## config.mk

```make
export PLATFORM = sky130hd
export DESIGN_NAME = cache_ctrl_mshr
export DESIGN_NICKNAME = d
export VERILOG_FILES = /design/src/rtl/cache_pkg.sv /design/src/rtl/cache_mshr_entry.sv /design/src/rtl/cache_ctrl_mshr.sv
export SDC_FILE = /design/constraint.sdc
export NUM_CORES = 1
export LEC_CHECK = 0
export BUFFER_PORTS_ARGS = -buffer_cell sky130_fd_sc_hd__buf_2
export CAP_MARGIN = 20
export CORE_MARGIN = 5
export CORE_UTILIZATION = 30
export DETAILED_ROUTE_END_ITERATION = 7
export GPL_TIMING_DRIVEN = 0
export HOLD_SLACK_MARGIN = 0.08
export PLACE_DENSITY = 0.48
export SLEW_MARGIN = 20
export SYNTH_ARGS = -nofsm -noshare
export SYNTH_HDL_FRONTEND = slang
export SYNTH_SLANG_ARGS = --single-unit
```

## constraint.sdc

```tcl
create_clock -name clk -period 6.66 [get_ports clk]
set_input_delay 1.332 -clock clk [delete_from_list [all_inputs] [get_ports clk]]
set_output_delay 1.332 -clock clk [all_outputs]
set_load 0.05 [all_outputs]
```

## src/rtl/cache_pkg.sv

```systemverilog
// Shared types for the coherent cache controller: line states, CPU ops,
// ACE request kinds, MSHR entry states and the fill-state mapping.
package cache_pkg;

    typedef enum logic [2:0] {
        LS_UC = 3'b001,
        LS_SC = 3'b010,
        LS_UD = 3'b011,
        LS_I  = 3'b100,
        LS_SD = 3'b101
    } line_state_e;

    typedef enum logic [1:0] {
        OP_READ  = 2'b00,
        OP_WRITE = 2'b01
    } cpu_op_e;

    typedef enum logic [1:0] {
        ACE_READ_SHARED  = 2'b00,
        ACE_READ_UNIQUE  = 2'b01,
        ACE_CLEAN_UNIQUE = 2'b10
    } ace_req_e;

    typedef enum logic [1:0] {
        MSHR_FREE = 2'b00,
        MSHR_PEND = 2'b01,
        MSHR_WAIT = 2'b10
    } mshr_state_e;

    // Unknown encodings count as Invalid, so only the four legal valid codes hit.
    function automatic logic is_valid_line(input logic [2:0] st);
        return (st == LS_UC) || (st == LS_SC) || (st == LS_UD) || (st == LS_SD);
    endfunction

    function automatic line_state_e fill_state(input logic shared, input logic dirty);
        case ({shared, dirty})
            2'b00:   return LS_UC;
            2'b01:   return LS_UD;
            2'b10:   return LS_SC;
            default: return LS_SD;
        endcase
    endfunction

endpackage

```

## src/rtl/cache_mshr_entry.sv

```systemverilog
// One outstanding-miss entry: lifecycle FSM, captured line address and
// request kind, and the address-conflict compare against the CPU lookup.
module cache_mshr_entry
    import cache_pkg::*;
#(
    parameter int ADDR_W = 32
) (
    input  logic              clk,
    input  logic              rst_n,
    input  logic              alloc,
    input  logic [ADDR_W-1:0] alloc_addr,
    input  logic [1:0]        alloc_type,
    input  logic              issue,
    input  logic              retire,
    input  logic [ADDR_W-1:0] cmp_addr,
    output logic [1:0]        state,
    output logic [ADDR_W-1:0] addr,
    output logic [1:0]        req_type,
    output logic              match
);

    mshr_state_e       state_q, state_d;
    logic [ADDR_W-1:0] addr_q;
    logic [1:0]        type_q;

    // NOTE: state_d gets its current value first so every path assigns it and no latch is inferred.
    always_comb begin
        state_d = state_q;
        case (state_q)
            MSHR_FREE: if (alloc)  state_d = MSHR_PEND;
            MSHR_PEND: if (issue)  state_d = MSHR_WAIT;
            MSHR_WAIT: if (retire) state_d = MSHR_FREE;
            default:               state_d = MSHR_FREE;
        endcase
    end

    // NOTE: flops use non-blocking assignment so all registers see pre-edge values.
    always_ff @(posedge clk or negedge rst_n) begin
        if (!rst_n) state_q <= MSHR_FREE;
        else        state_q <= state_d;
    end

    // NOTE: payload is only read while the entry is non-FREE, so it carries no reset.
    always_ff @(posedge clk) begin
        if (alloc) begin
            addr_q <= alloc_addr;
            type_q <= alloc_type;
        end
    end

    assign state    = state_q;
    assign addr     = addr_q;
    assign req_type = type_q;
    assign match    = (state_q != MSHR_FREE) && (addr_q == cmp_addr);

endmodule

```

## src/rtl/cache_ctrl_mshr.sv

```systemverilog
// Cache controller front end: hit handling, MSHR allocation, registered
// ACE request issue and response retirement onto the array update port.
module cache_ctrl_mshr
    import cache_pkg::*;
#(
    parameter int ADDR_W   = 32,
    parameter int NUM_MSHR = 4,
    parameter int ID_W     = $clog2(NUM_MSHR)
) (
    input  logic              clk,
    input  logic              rst_n,
    input  logic              cpu_valid,
    output logic              cpu_ready,
    input  logic [1:0]        cpu_op,
    input  logic [ADDR_W-1:0] cpu_addr,
    input  logic              cache_hit,
    input  logic [2:0]        line_state,
    output logic              ace_req_valid,
    input  logic              ace_req_ready,
    output logic [1:0]        ace_req_type,
    output logic [ADDR_W-1:0] ace_req_addr,
    output logic [ID_W-1:0]   ace_req_id,
    input  logic              ace_resp_valid,
    input  logic [ID_W-1:0]   ace_resp_id,
    input  logic              ace_resp_shared,
    input  logic              ace_resp_dirty,
    output logic              upd_valid,
    output logic [ADDR_W-1:0] upd_addr,
    output logic [2:0]        new_state,
    output logic              write_from_cpu,
    output logic              write_from_interconnect,
    output logic              cache_complete,
    output logic              proto_err
);

    logic [1:0]        ent_state [NUM_MSHR];
    logic [ADDR_W-1:0] ent_addr  [NUM_MSHR];
    logic [1:0]        ent_type  [NUM_MSHR];
    logic [NUM_MSHR-1:0] ent_free, ent_pend, ent_wait, ent_match;
    logic [NUM_MSHR-1:0] alloc_vec, issue_vec, retire_vec, cand;

    logic            run_q;
    logic            full, accept, is_write, lookup_hit, hit_upgrade, do_alloc;
    logic            handshake, resp_hit, resp_bad, pick_any;
    logic [ID_W-1:0] alloc_id, pick_id;
    ace_req_e        alloc_type;

    logic              req_valid_q, req_valid_d;
    ace_req_e          req_type_q, req_type_d;
    logic [ADDR_W-1:0] req_addr_q, req_addr_d;
    logic [ID_W-1:0]   req_id_q, req_id_d;

    logic              upd_valid_q, upd_valid_d;
    logic [ADDR_W-1:0] upd_addr_q, upd_addr_d;
    logic [2:0]        new_state_q, new_state_d;
    logic              wfc_q, wfc_d, wfi_q, wfi_d;
    logic              complete_q, complete_d;
    logic              proto_err_q;

    for (genvar g = 0; g < NUM_MSHR; g++) begin : g_entry
        cache_mshr_entry #(.ADDR_W(ADDR_W)) u_entry (
            .clk        (clk),
            .rst_n      (rst_n),
            .alloc      (alloc_vec[g]),
            .alloc_addr (cpu_addr),
            .alloc_type (alloc_type),
            .issue      (issue_vec[g]),
            .retire     (retire_vec[g]),
            .cmp_addr   (cpu_addr),
            .state      (ent_state[g]),
            .addr       (ent_addr[g]),
            .req_type   (ent_type[g]),
            .match      (ent_match[g])
        );
        assign ent_free[g] = (ent_state[g] == MSHR_FREE);
        assign ent_pend[g] = (ent_state[g] == MSHR_PEND);
        assign ent_wait[g] = (ent_state[g] == MSHR_WAIT);
    end

    // Ready is held low in the response cycle so a retire never shares the update port.
    assign full      = ~|ent_free;
    assign cpu_ready = run_q && !full && !(|ent_match) && !ace_resp_valid;
    assign accept    = cpu_valid && cpu_ready;

    assign is_write    = (cpu_op == OP_WRITE);
    assign lookup_hit  = cache_hit && is_valid_line(line_state);
    assign hit_upgrade = lookup_hit && is_write &&
                         ((line_state == LS_SC) || (line_state == LS_SD));
    assign do_alloc    = accept && (!lookup_hit || hit_upgrade);
    assign alloc_type  = !is_write   ? ACE_READ_SHARED :
                         hit_upgrade ? ACE_CLEAN_UNIQUE : ACE_READ_UNIQUE;

    assign handshake = req_valid_q && ace_req_ready;
    assign resp_hit  = ace_resp_valid && ent_wait[ace_resp_id];
    assign resp_bad  = ace_resp_valid && !ent_wait[ace_resp_id];

    always_comb begin
        alloc_id = '0;
        for (int i = NUM_MSHR - 1; i >= 0; i--) begin
            if (ent_free[i]) alloc_id = i[ID_W-1:0];
        end
    end

    always_comb begin
        for (int i = 0; i < NUM_MSHR; i++) begin
            alloc_vec[i]  = do_alloc  && (alloc_id    == i[ID_W-1:0]);
            issue_vec[i]  = handshake && (req_id_q    == i[ID_W-1:0]);
            retire_vec[i] = resp_hit  && (ace_resp_id == i[ID_W-1:0]);
        end
    end

    // The entry leaving PEND this cycle is excluded; a same-cycle allocation is
    // bypassed in so a miss can be presented on the very next cycle.
    assign cand     = (ent_pend & ~issue_vec) | alloc_vec;
    assign pick_any = |cand;

    always_comb begin
        pick_id = '0;
        for (int i = NUM_MSHR - 1; i >= 0; i--) begin
            if (cand[i]) pick_id = i[ID_W-1:0];
        end
    end

    always_comb begin
        req_valid_d = req_valid_q;
        req_type_d  = req_type_q;
        req_addr_d  = req_addr_q;
        req_id_d    = req_id_q;
        if (!req_valid_q || ace_req_ready) begin
            req_valid_d = pick_any;
            if (pick_any) begin
                req_id_d = pick_id;
                if (alloc_vec[pick_id]) begin
                    req_type_d = alloc_type;
                    req_addr_d = cpu_addr;
                end else begin
                    req_type_d = ace_req_e'(ent_type[pick_id]);
                    req_addr_d = ent_addr[pick_id];
                end
            end
        end
    end

    always_comb begin
        upd_valid_d = 1'b0;
        upd_addr_d  = upd_addr_q;
        new_state_d = new_state_q;
        wfc_d       = 1'b0;
        wfi_d       = 1'b0;
        complete_d  = 1'b0;
        if (resp_hit) begin
            upd_valid_d = 1'b1;
            upd_addr_d  = ent_addr[ace_resp_id];
            complete_d  = 1'b1;
            case (ent_type[ace_resp_id])
                ACE_READ_SHARED: begin
                    new_state_d = fill_state(ace_resp_shared, ace_resp_dirty);
                    wfi_d       = 1'b1;
                end
                ACE_READ_UNIQUE: begin
                    new_state_d = LS_UD;
                    wfi_d       = 1'b1;
                    wfc_d       = 1'b1;
                end
                default: begin
                    new_state_d = LS_UD;
                    wfc_d       = 1'b1;
                end
            endcase
        end else if (accept && !do_alloc) begin
            complete_d = 1'b1;
            if (is_write) begin
                upd_valid_d = 1'b1;
                upd_addr_d  = cpu_addr;
                new_state_d = LS_UD;
                wfc_d       = 1'b1;
            end
        end
    end

    always_ff @(posedge clk or negedge rst_n) begin
        if (!rst_n) begin
            run_q       <= 1'b0;
            req_valid_q <= 1'b0;
            req_type_q  <= ACE_READ_SHARED;
            req_addr_q  <= '0;
            req_id_q    <= '0;
            upd_valid_q <= 1'b0;
            upd_addr_q  <= '0;
            new_state_q <= LS_I;
            wfc_q       <= 1'b0;
            wfi_q       <= 1'b0;
            complete_q  <= 1'b0;
            proto_err_q <= 1'b0;
        end else begin
            run_q       <= 1'b1;
            req_valid_q <= req_valid_d;
            req_type_q  <= req_type_d;
            req_addr_q  <= req_addr_d;
            req_id_q    <= req_id_d;
            upd_valid_q <= upd_valid_d;
            upd_addr_q  <= upd_addr_d;
            new_state_q <= new_state_d;
            wfc_q       <= wfc_d;
            wfi_q       <= wfi_d;
            complete_q  <= complete_d;
            proto_err_q <= proto_err_q | resp_bad;
        end
    end

    assign ace_req_valid           = req_valid_q;
    assign ace_req_type            = req_type_q;
    assign ace_req_addr            = req_addr_q;
    assign ace_req_id              = req_id_q;
    assign upd_valid               = upd_valid_q;
    assign upd_addr                = upd_addr_q;
    assign new_state               = new_state_q;
    assign write_from_cpu          = wfc_q;
    assign write_from_interconnect = wfi_q;
    assign cache_complete          = complete_q;
    assign proto_err               = proto_err_q;

endmodule

```

======== Yosys cells after proc, flatten, opt, wreduce, memory -nomap -nowiden ========
Index checks and enable logic that the tools add are counted.
storage, ports and cells
  bits in registers ....................... 222
  bits in latches ......................... 0
  memory bits (writable) .................. 0
  ROM bits ................................ 0
  output and inout bits ................... 78
  memories kept ........................... 0
operators by class
  $add $sub $neg .......................... 0
  multiply operators ...................... 0
  div/mod/pow operators ................... 0
  $lt $le $gt $ge ......................... 4
  eq/ne operators ......................... 41
  shifts and indexed selects .............. 0
  multiplexer cells ....................... 61
  bitwise operators ....................... 6
  reductions and logical operators ........ 65
operators by type and width
  operator                                                                 number
  32-bit 2-to-1 mux                                                        8
  32-bit binary-select mux with 2-bit select                               2
  32-bit equality test                                                     4
  2-bit 2-to-1 mux                                                         27
  1-bit logical AND                                                        28
  2-bit by 1-bit inequality test with 1-bit output, second input constant  12
  2-bit case mux with 3 select lines                                       4
  2-bit equality test, second input constant                               11
  2-bit by 1-bit equality test with 1-bit output, second input constant    10
  2-bit zero test                                                          9
  3-bit 2-to-1 mux                                                         4
  3-bit AND reduction                                                      4
  2-bit nonzero test                                                       6
  4-bit OR reduction                                                       3
  1-bit 2-to-1 mux                                                         11
  3-bit case mux with 3 select lines                                       1
  2-bit binary-select mux with 2-bit select                                2
  3-bit by 2-bit equality test with 1-bit output, second input constant    2
  3-bit >= comparator, second input constant                               2
  1-bit zero test                                                          6
  1-bit logical OR                                                         6
  2-bit by 3-bit < comparator with 1-bit output, second input constant     2
  2-bit NOT with 3-bit output                                              2
  4-bit AND                                                                1
  8 further kinds                                                          10

======== Depth between registers and ports, before layout ========
Gate-level depths: netlist of run 1.
  depth after elaboration ................. 20
  gate-level depth with buffers ........... 13

======== Modules after synthesis ========
Synthesis of run 1 repeated with hierarchy kept, for this count alone.
second synthesis, totals
  cells, all modules ...................... 948
  area, all modules ....................... 11611.1 µm²
by module, submodules not included
  module            instances  cells an instance  area each (µm²)  seq. area each (µm²)
  cache_mshr_entry  4          89                 1471.4           1071.0
  cache_ctrl_mshr   1          592                5725.5           1953.1

======== Worst setup path before layout of run 1 ========
No wires, ideal clock.
  path type ............................... input to register
  start point ............................. input cpu_op[1]
  end point ............................... register g_entry[1].u_entry.addr_q[0] (enable)
  arrival ................................. 5743 ps
  setup slack ............................. 407 ps
  stages on the path ...................... 7
  path buffers ............................ 0
  path through ............................ nand2b_1 a21oi_1 o21ai_1 a21boi_2 nor3b_1 nand2_1 nor4_1
between the ends
  word-level cells in the longest chain between the ends .. 6
ends and longest elaborated chain
  what                                            RTL line                RTL
  from (decl)                                     cache_ctrl_mshr.sv:14   input logic [1:0] cpu_op,
  2-bit by 1-bit equality test with 1-bit output  cache_ctrl_mshr.sv:85   assign is_write = (cpu_op == OP_WRITE);
  1-bit logical AND (2 in a row)                  cache_ctrl_mshr.sv:87   assign hit_upgrade = lookup_hit && is_write &&
  1-bit logical OR                                cache_ctrl_mshr.sv:89   assign do_alloc = accept && (!lookup_hit || hit_upgrade);
  1-bit logical AND                               cache_ctrl_mshr.sv:89
  1-bit logical AND                               cache_ctrl_mshr.sv:106  alloc_vec[i] = do_alloc && (alloc_id == i[ID_W-1:0]);
  named net g_entry[1].u_entry.alloc              cache_mshr_entry.sv:10  input logic alloc,
  to (signal assigned)                            cache_mshr_entry.sv:46  addr_q <= alloc_addr;
  to (decl)                                       cache_mshr_entry.sv:23  logic [ADDR_W-1:0] addr_q;
The timed path passes the listed nets, and every way through them passes these cells.
A chain may end at the register's enable or synchronous reset.

======== Worst setup path in the final report of run 1 ========
  start point ............................. input cpu_addr[12]
  end point ............................... output cpu_ready
between the ends
  word-level cells in the longest chain between the ends .. 6
  elaborated cells between the ends (all ways) .. 12
  those cells by class .................... eq/ne (4); reduce/logical (8)
ends and longest elaborated chain
  what                              RTL line                RTL
  from (decl)                       cache_ctrl_mshr.sv:15   input logic [ADDR_W-1:0] cpu_addr,
  32-bit equality test              cache_mshr_entry.sv:54  assign match = (state_q != MSHR_FREE) && (addr_q == cmp_addr);
  1-bit logical AND                 cache_mshr_entry.sv:54
  4-bit OR reduction *              cache_ctrl_mshr.sv:82   assign cpu_ready = run_q && !full && !(|ent_match) && !ace_resp_valid;
  1-bit zero test *                 cache_ctrl_mshr.sv:82
  1-bit logical AND * (2 in a row)  cache_ctrl_mshr.sv:82
  to (decl)                         cache_ctrl_mshr.sv:13   output logic cpu_ready,
Every way passes the cells marked *; elsewhere a longest branch is shown, timed or not.

==> metrics.csv, run 1 <==
metric;value;unit
status;complete, no violations;
synthMuxAreaShare;0.185;
cts_buffers;27;
setup_tns;0;ps
r2r_slack;2270;ps
finalClockSkew;10.9;ps
gr-total-overflow;0;
tightest_slew;1010;ps
final-hold-violation-count;0;
period_minus_slack;5140;ps
portBuffers;124;
ys.flop_type;edfxtp_1;
grt_pass1_wl;57300;um
whs;471;ps
final_util;0.366;
fin_crit_sh;0.772;
slew_headroom;0.329;
crit_path_frequent_cell;buf_2;
grt_usage;0.184;
io_pins;125;
drive_above_1_share;0.285;
drv_slew;0;
drcViolationCount;0;
synthAdderAreaFrac;0.00215;
drt-initial-drc-count;635;
drv_cap;0;
dp_hpwl;29300;um
yosys-top-cells-area;edfxtp_1 35%, dfrtp_1 18%, mux2i_1 8.6%;
syn-cell-area;0.0116;sq mm
clk_path_buf_depth;3;
grt_max_degree;56;
cts_resized;0;
min_path_type;flip-flop to flip-flop;
synth_top_family_by_area;multiplexers;
cts.sink_count;222;
crit_path_max_incr_delay;690;ps
antenna_found_initial;6;
synth_top_area_frac;0.351;
rsz0062_at_grt;no;
async_reset_ff_frac;0.387;
fmax;195;MHz
vias;8076;
clkTransAtPathRegs;60;ps
worst_slack;1520;ps
synth-simple-area-share;0.0665;
final_nets;1113;
crit_path_end;cpu_ready;
avgRoutedWirePerCell;25.2;um
clk_latency;530;ps
synth_seq_area_share;0.536;
root_buffer;clkbuf_16;
postRouteAntennaNets;0;
place_ws;1010;ps
p_leak;5.41;nW
cts_tree;done;
drtPass1Iterations;5;
setup_violations;0;
routed_wl;40400;um
initial_utilization;0.302;
total_power;0.00587;W
cp_slowest_cell;nor4_1;
synth_area_leader_cell;edfxtp_1;
critical_path.startpoint;cpu_addr[12];
synth_cell_types;57;
cp.arrival;3810;ps
cp_max_fo;7;
crit_path_start_kind;input pin;
core.rowCount;72;
worstPathRequired;5330;ps
worstReg2RegStart;g_entry[3].u_entry.addr[0];
htreeDepth;1;
p_per_area;415;mW/mm^2
cp-end-kind;output port;
hold_buffers;0;
core-area;0.0386;sq mm
synth.net_count;939;
r2r-end;ace_req_addr[20];
reg2reg_depth;12;
final_common_cell;buf_2;
final_cell_mix;162 x buf_2, 136 x edfxtp_1, 103 x xor2_1, 100 x mux2i_1, 85 x dfrtp_1;
dieArea;0.0428;sq mm
area_growth_syn_to_layout;21.4;%
post-cts-setup-buffer-count;0;
yosys.area_share.xor_xnor;0.0955;
path_cells;buf_2, buf_2, xor2_1, nor4_1, nand4_1, nor4_2, a211oi_2, nor3b_4, buf_2;
synth_edf_count;136;
syn_avg_cell_area;13.1;sq um
ir_worst_vdd;0.000182;V
synth_compound_area_frac;0.0767;
grt_pass1_vias;8269;
gp_congestion;0.825;
netlist_instances;890;
die_x;207;um
yosys_warnings;0;
die_h;207;um
ys_ff_latch;222;
vias_per_cell;5.03;
crit_type;input pin to output port;
-- power by group --
group / total [W] / leakage (nW) / switching (W) / internal [W]
registers: 0.00187 / 2.24 / 0.000170 / 0.00170
clock network: 0.00158 / 0.454 / 0.000589 / 0.000986
logic: 0.00243 / 2.71 / 0.00165 / 0.000777
-- worst min-delay path by stage --
| stage | startpoint | endpoint | slack [ps] | depth (start not counted) |
|---|---|---|---|---|
| detailed placement | proto_err | proto_err | 460 | 1 |
| global placement | proto_err | proto_err | 460 | 1 |
| finish | proto_err | proto_err | 470 | 1 |
| floorplan | g_entry[3].u_entry.state[1] | g_entry[3].u_entry.state[0] | 500 | 1 |
| global route | proto_err | proto_err | 510 | 1 |
| CTS | proto_err | proto_err | 470 | 1 |
-- metrics by stage --
step	std cells	cell area, sq um
2_1_floorplan	890	11600
3_3_place_gp	1532	12900
3_5_place_dp	1552	13200
4_1_cts	1601	14100
5_1_grt	1604	14100
6_report	1605	14100
-- synthesized netlist by cell type, types with 2 or more instances --
| cell | instances |
|---|---|
| o21ai_0 | 7 |
| nor3_4 | 2 |
| clkbuf_1 | 23 |
| o21ai_1 | 35 |
| inv_1 | 12 |
| xor2_1 | 103 |
| mux4_2 | 34 |
| a21oi_1 | 42 |
| dfrtp_1 | 85 |
| edfxtp_1 | 136 |
| mux2_2 | 25 |
| ha_1 | 2 |
| buf_4 | 5 |
| xnor2_1 | 24 |
| o311ai_0 | 3 |
| nor4_1 | 24 |
| or2_2 | 2 |
| nand2_1 | 14 |
| nand2b_1 | 6 |
| mux2i_1 | 100 |
| mux2_1 | 9 |
| nor4_2 | 2 |
| nand3_1 | 8 |
| buf_1 | 5 |
| buf_6 | 9 |
| buf_2 | 30 |
| nand4_1 | 10 |
| nor2b_1 | 6 |
| a22oi_1 | 34 |
| nor2_1 | 52 |
| nand3b_1 | 2 |
| nor3_1 | 9 |
| a31oi_1 | 4 |
| nor3b_1 | 3 |
-- critical path: cells and delay by family --
family,cells,cell delay [ps]
AO/OA/AOI/OAI,1,210
XOR/XNOR,1,190
buffers and inverters,3,540
AND/OR/NAND/NOR,4,1540
-- flip-flops by register name, summed over array words and instances, names as in the netlist --
name / cells
g_entry.u_entry.addr: 128
ace_req_addr: 32
ace_req_id: 2
ace_req_type: 2
write_from_interconnect: 1
upd_addr: 32
g_entry.u_entry.state: 8
ace_req_valid: 1
g_entry.u_entry.req_type: 8
run_q: 1
cache_complete: 1
upd_valid: 1
new_state: 3
proto_err: 1
write_from_cpu: 1
-- final cells by class --
cell class / count / area, sq um
Timing Repair Buffer: 145 / 858
Sequential cell: 222 / 6240
Tap cell: 518 / 648
Multi-Input combinational cell: 583 / 4980
Buffer: 73 / 402
Fill cell: 3838 / 24400
Clock buffer: 33 / 708
Antenna cell: 3 / 7.51
Inverter: 12 / 45.0
Clock inverter: 16 / 239
-- cells by family (layout without fill, tap and decap cells) --
group                    Yosys count  after routing
flip-flops                       222            222
multiplexers                     168            168
AND/OR/NAND/NOR                  144            144
AO/OA/AOI/OAI                    141            141
XOR/XNOR                         127            127
buffers and inverters             85            279
adder cells (fa/ha/maj)            2              2
other                              1              4
-- metal layers --
layer,GRT usage,up-vias,routed length [um]
li1,-,3675,-
met5,0,-,40
met2,0.300,253,19000
met1,0.259,4090,18100
met3,0.0334,52,2390
met4,0.0420,6,920
Power figures use the tool's default switching activity.
==> run 2: changes to the inputs <==
- clock period: 6.66 -> 5.1 ns (I/O delays scaled with it)
==> run 2 against run 1 <==
Total power grew 27%. Non-clock buffer count shrank 5. Register-to-register slack lost 1500 ps. Die area is the same. Sequential power grew 30%. Critical path type is now input pin to flip-flop. First-iteration DRC count shrank 6.3%. Worst setup slack lost 1100 ps. Final cell count shrank 0.19%.
==> metrics.csv, run 2 (synthesized netlist as in run 1, its figures left out) <==
metric;value;unit;change
clkTransAtPathRegs;60;ps;about the same
htreeDepth;1;;unchanged
root_buffer;clkbuf_16;;
combPwrFrac;0.427;;+0.014
grt_max_degree;53;;-5.4%
cts_buffers;28;;+3.7%
dp_hpwl;29600;um;+1.0%
grt_pass1_vias;8310;;+0.50%
io_pins;125;;unchanged
avgRoutedWirePerCell;25.2;um;about the same
clk_path_buf_depth;3;;unchanged
vias;8008;;-0.84%
p_per_area;529;mW/mm^2;+27%
vias_per_cell;5.00;;-0.66%
grt_pass1_wl;58200;um;+1.6%
final-hold-violation-count;0;;unchanged
internal_power;0.00427;W;+23%
final_nets;1109;;-0.36%
crit_path_start_kind;input pin;;
tightest_slew;1100;ps;+92.7 ps
grt_util_met2;0.301;;+0.00117
clkPwrFrac;0.246;;-0.022
die_x;207;um;unchanged
area_growth_syn_to_layout;20.7;%;
crit_type;input pin to flip-flop;;
worstPathRequired;5510;ps;+180 ps
postRouteAntennaNets;0;;unchanged
status;complete, no violations;;
p_switching;0.00316;W;+31%
hold_buffers;0;;unchanged
grtUsageMet1;0.262;;+0.00360
post-cts-setup-buffer-count;0;;unchanged
setup_violations;0;;unchanged
cts_tree;done;;
period_minus_slack;4660;ps;
drtPass1Iterations;5;;unchanged
cp_max_fo;10;;+3
clk_latency;570;ps;+40 ps
fmax;214;MHz;
reg2reg_depth;12;;unchanged
final_common_cell;buf_2;;
busiest_layer;met2;;
fill_cells;3892;;+1.4%
drv_slew;0;;unchanged
stdcell_area;0.0140;sq mm;-0.57%
grt_usage;0.187;;+0.00201
core.rowCount;72;;unchanged
finalClockSkew;41.4;ps;+30.5 ps
grtUsageMet3;0.0336;;+0.000156
drv_cap;0;;unchanged
final_cell_mix;153 x buf_2, 136 x edfxtp_1, 103 x xor2_1, 100 x mux2i_1, 85 x dfrtp_1;;
ir_worst_vdd;0.000253;V;+39%
multi_input_area;0.00499;sq mm;+0.18%
fin_crit_sh;0.914;;
die_h;207;um;unchanged
cp.arrival;5070;ps;+1260 ps
cp-end-kind;flip-flop;;
place_area;0.0132;sq mm;+0.21%
initial_utilization;0.302;;unchanged
drive_above_1_share;0.280;;-0.00476
gp_congestion;0.826;;about the same
cts_resized;0;;unchanged
cts.sink_count;222;;unchanged
setup_tns;0;ps;unchanged
dieArea;0.0428;sq mm;unchanged
p_leak;5.35;nW;-1.1%
drt-initial-drc-count;595;;-6.3%
largest_register_ffs;128;;unchanged
slew_headroom;0.268;;-0.0618
sw_frac_of_total;0.425;;+0.0151
antenna_found_initial;5;;-1
min_path_type;input pin to async pin;;
core-area;0.0386;sq mm;unchanged
regArea;0.00624;sq mm;unchanged
drcViolationCount;0;;unchanged
routed_wl;40300;um;-0.18%
rsz0062_at_grt;no;;
gr-total-overflow;0;;unchanged
portBuffers;124;;unchanged
power_frac_seq;0.328;;+0.010
## run 2: per-stage QoR
step | power (W) | hold slack (ps) | utilization | worst slack, ps | cells
2_1_floorplan | 0.00466 | 499 | - | 151 | 890
3_3_place_gp | 0.00563 | 457 | 0.335 | -3610 | 1532
3_5_place_dp | 0.00566 | 457 | 0.342 | -223 | 1548
4_1_cts | 0.00751 | 372 | 0.364 | 346 | 1599
5_1_grt | 0.00780 | 399 | 0.364 | 70.9 | 1600
6_report | 0.00743 | 376 | 0.364 | 437 | 1602
## run 2: final timing paths
check,startpoint,end,slack (ps)
max,cpu_addr[12],ace_req_addr[18],440
min reg2reg,proto_err,proto_err,470
min in group clk,proto_err,proto_err,470
max in group asynchronous,rst_n,new_state[2],4020
max reg2reg,g_entry[3].u_entry.addr[12],ace_req_addr[18],770
min,rst_n,upd_addr[25],380
## run 2: metal layers
metal  share of wire  vias to the layer above
li1                -                     3660
met1            0.45                     4052
met2            0.47                      237
met3           0.054                       53
met4           0.025                        6
met5         0.00084                        -
## run 2: cell type report
type | instances | area share
Inverter | 12 | 0.00321
Timing Repair Buffer | 140 | 0.0616
Buffer | 73 | 0.0286
Antenna cell | 3 | 0.000534
Clock inverter | 16 | 0.00739
Clock buffer | 35 | 0.0532
Multi-Input combinational cell | 583 | 0.355
Tap cell | 518 | 0.0461
Sequential cell | 222 | 0.444
## run 2: power groups by stage
| stage | combinational (W) | clock [W] | sequential [W] |
|---|---|---|---|
| after detailed placement | 0.00318 | 0 | 0.00247 |
| after floorplan | 0.00145 | 0 | 0.00321 |
| after global routing | 0.00337 | 0.00195 | 0.00247 |
| after CTS | 0.00320 | 0.00187 | 0.00244 |
| final | 0.00317 | 0.00183 | 0.00244 |
| after global placement | 0.00315 | 0 | 0.00247 |
## run 2: critical path: stages
cell and delay, ps:
buf_2 120, buf_2 170, xor2_1 200, nor4_1 600, nand4_1 280, nor4_2 310, a211oi_2 190, nand2_1 290
a21o_1 180, clkbuf_1 530, nor2_1 370, clkbuf_1 440, a22oi_1 250, o21ai_1 110
==> run 3: changes to the inputs <==
- CORE_UTILIZATION: 30 -> 25
- GPL_ROUTABILITY_DRIVEN: default -> 0
- PLACE_DENSITY: 0.48 -> 0.43
==> run 3 against run 2 <==
Fmax fell by 2.4%. Final cell count grew 5.6%. Sequential share of layout area decreased by 0.62 points. Critical path depth did not move. Die area up 19%. Count of clock-buffer cells in the layout decreased by 3. Utilization is 5.7 points lower. Total power is 3.6% higher. Via count is 1.6% higher. Highest routed layer unchanged. Combinational power grew 1%. Design area increased by 1.4%. Non-clock buffer count did not move.
==> metrics.csv, run 3 (synthesized netlist as in run 1, its figures left out) <==
metric;value;unit;change
slew_headroom;0.339;;+0.0718
rsz0062_at_grt;no;;
grt_pass1_wl;59900;um;+2.8%
postRouteAntennaNets;0;;unchanged
drt-initial-drc-count;696;;+17%
clkPwrFrac;0.269;;+0.023
place_ws;-264;ps;-40.7 ps
min_path_type;input pin to async pin;;
root_buffer;clkbuf_16;;
cts_buffers;28;;unchanged
antenna_found_initial;3;;-2
cp_max_fo;10;;unchanged
htreeDepth;1;;unchanged
whs;358;ps;-17.7 ps
crit_type;input pin to flip-flop;;
ir_worst_vdd;0.000286;V;+13%
wl_met3;2410;um;+9.9%
dieArea;0.0510;sq mm;+19%
drcViolationCount;0;;unchanged
die_x;226;um;+9.1%
setup_violations;0;;unchanged
cts_resized;0;;unchanged
period_minus_slack;4780;ps;+114 ps
final_nets;1109;;unchanged
initial_utilization;0.251;;-0.0508
reg2reg_depth;12;;unchanged
area_growth_syn_to_layout;22.4;%;
drive_above_1_share;0.287;;+0.00713
final_cell_mix;153 x buf_2, 136 x edfxtp_1, 103 x xor2_1, 100 x mux2i_1, 85 x dfrtp_1;;
p_switching;0.00323;W;+2.0%
largest_register_ffs;128;;unchanged
drv_cap;0;;unchanged
crit_path_start_kind;input pin;;
routed_wl;42600;um;+5.6%
worstPathRequired;5590;ps;+80 ps
worst_slack;323;ps;-114 ps
cp-end-kind;flip-flop;;
tightest_slew;991;ps;-108 ps
core.rowCount;79;;+9.7%
dr_wl_met2;19600;um;+3.4%
portBuffers;124;;unchanged
vias_per_cell;4.81;;-3.7%
final-hold-violation-count;0;;unchanged
final_common_cell;buf_2;;
hold_buffers;0;;unchanged
routed.top_layer;met5;;
cts_tree;done;;
gr-total-overflow;0;;unchanged
clk_path_buf_depth;3;;unchanged
wl_met1;19500;um;+7.7%
grt_usage;0.162;;-0.0244
internal_power;0.00448;W;+4.8%
dp_hpwl;31000;um;+4.7%
finalClockSkew;18.1;ps;-23.3 ps
p_leak;5.40;nW;+0.87%
cp.arrival;5260;ps;+190 ps
grt_pass1_vias;8152;;-1.9%
status;complete, no violations;;
die_h;226;um;+9.1%
cts.sink_count;222;;unchanged
clk_latency;570;ps;about the same
io_pins;125;;unchanged
fmax;209;MHz;-2.4%
fin_cells;1691;;+5.6%
post-cts-setup-buffer-count;0;;unchanged
core-area;0.0464;sq mm;+20%
drv_slew;0;;unchanged
final_util;0.307;;-0.0571
sw_frac_of_total;0.419;;-0.00659
fin_crit_sh;0.937;;+0.0224
clkTransAtPathRegs;60;ps;about the same
setup_tns;0;ps;unchanged
power_frac_seq;0.315;;-0.013
drtPass1Iterations;5;;unchanged
combPwrFrac;0.416;;-0.011
avgRoutedWirePerCell;25.2;um;about the same
p_per_area;541;mW/mm^2;+2.2%
grt_max_degree;56;;+5.7%
post-place-cells;1636;;+5.7%
vias;8138;;+1.6%
[run 3: changes by cell type in the layout (fill, tap and decap cells not counted), moves of 2 or more]
cell	delta
buf_12	+2
clkinvlp_4	+2
clkbuf_1	-4
buf_16	-3
bufinv_16	+3
clkbuf_16	+3
buf_6	+5
clkbuf_8	-2
buf_4	-3
clkinv_1	-2
[run 3: final cells by class]
class | count | area, sq um
Fill cell | 4708 | 32100
Sequential cell | 222 | 6240
Multi-Input combinational cell | 583 | 4990
Timing Repair Buffer | 140 | 842
Clock buffer | 32 | 779
Tap cell | 607 | 759
Buffer | 73 | 403
Clock inverter | 20 | 183
Inverter | 12 | 45.0
Antenna cell | 2 | 5.00
[run 3: metal layers]
layer	up-vias	global-route usage
li1	3659	-
met1	4146	0.234
met2	275	0.256
met3	56	0.0292
met4	2	0.0353
met5	-	0
[run 3: worst max-delay path, cell delays in order]
cell      delay [ps]
buf_2            120
buf_2            220
xor2_1           360
nor4_1           150
nand3_1          140
nor4_2            70
a211oi_2         550
nand2_1          330
a21o_1           270
clkbuf_1         320
nor2_1           790
clkbuf_1         650
a22oi_1          140
o21ai_1          130
[run 3: path summary, 6_finish.rpt]
kind / startpoint / end / slack [ps]
max in group asynchronous: rst_n / upd_addr[10] / 4080
worst min register to register: new_state[2] / new_state[2] / 480
min in group clk: new_state[2] / new_state[2] / 480
worst min-delay path: rst_n / upd_valid / 360
worst max-delay path: cpu_addr[25] / ace_req_addr[15] / 320
worst max register to register: g_entry[1].u_entry.state[1] / ace_req_addr[15] / 690
[run 3: stage by stage]
step | total power [W] | cell area (sq um)
floorplan | 0.00466 | 11600
global placement | 0.00566 | 13000
detailed placement | 0.00569 | 13300
CTS | 0.00780 | 14200
global route | 0.00805 | 14200
finish | 0.00771 | 14200
[run 3: power by group through the flow]
| stage | clock network [W] | registers, W | logic [W] |
|---|---|---|---|
| 6_report | 0.00207 | 0.00243 | 0.00321 |
| 5_1_grt | 0.00220 | 0.00247 | 0.00339 |
| 4_1_cts | 0.00212 | 0.00243 | 0.00324 |
| 3_5_place_dp | 0 | 0.00246 | 0.00323 |
| 3_3_place_gp | 0 | 0.00246 | 0.00320 |
| 2_1_floorplan | 0 | 0.00321 | 0.00145 |
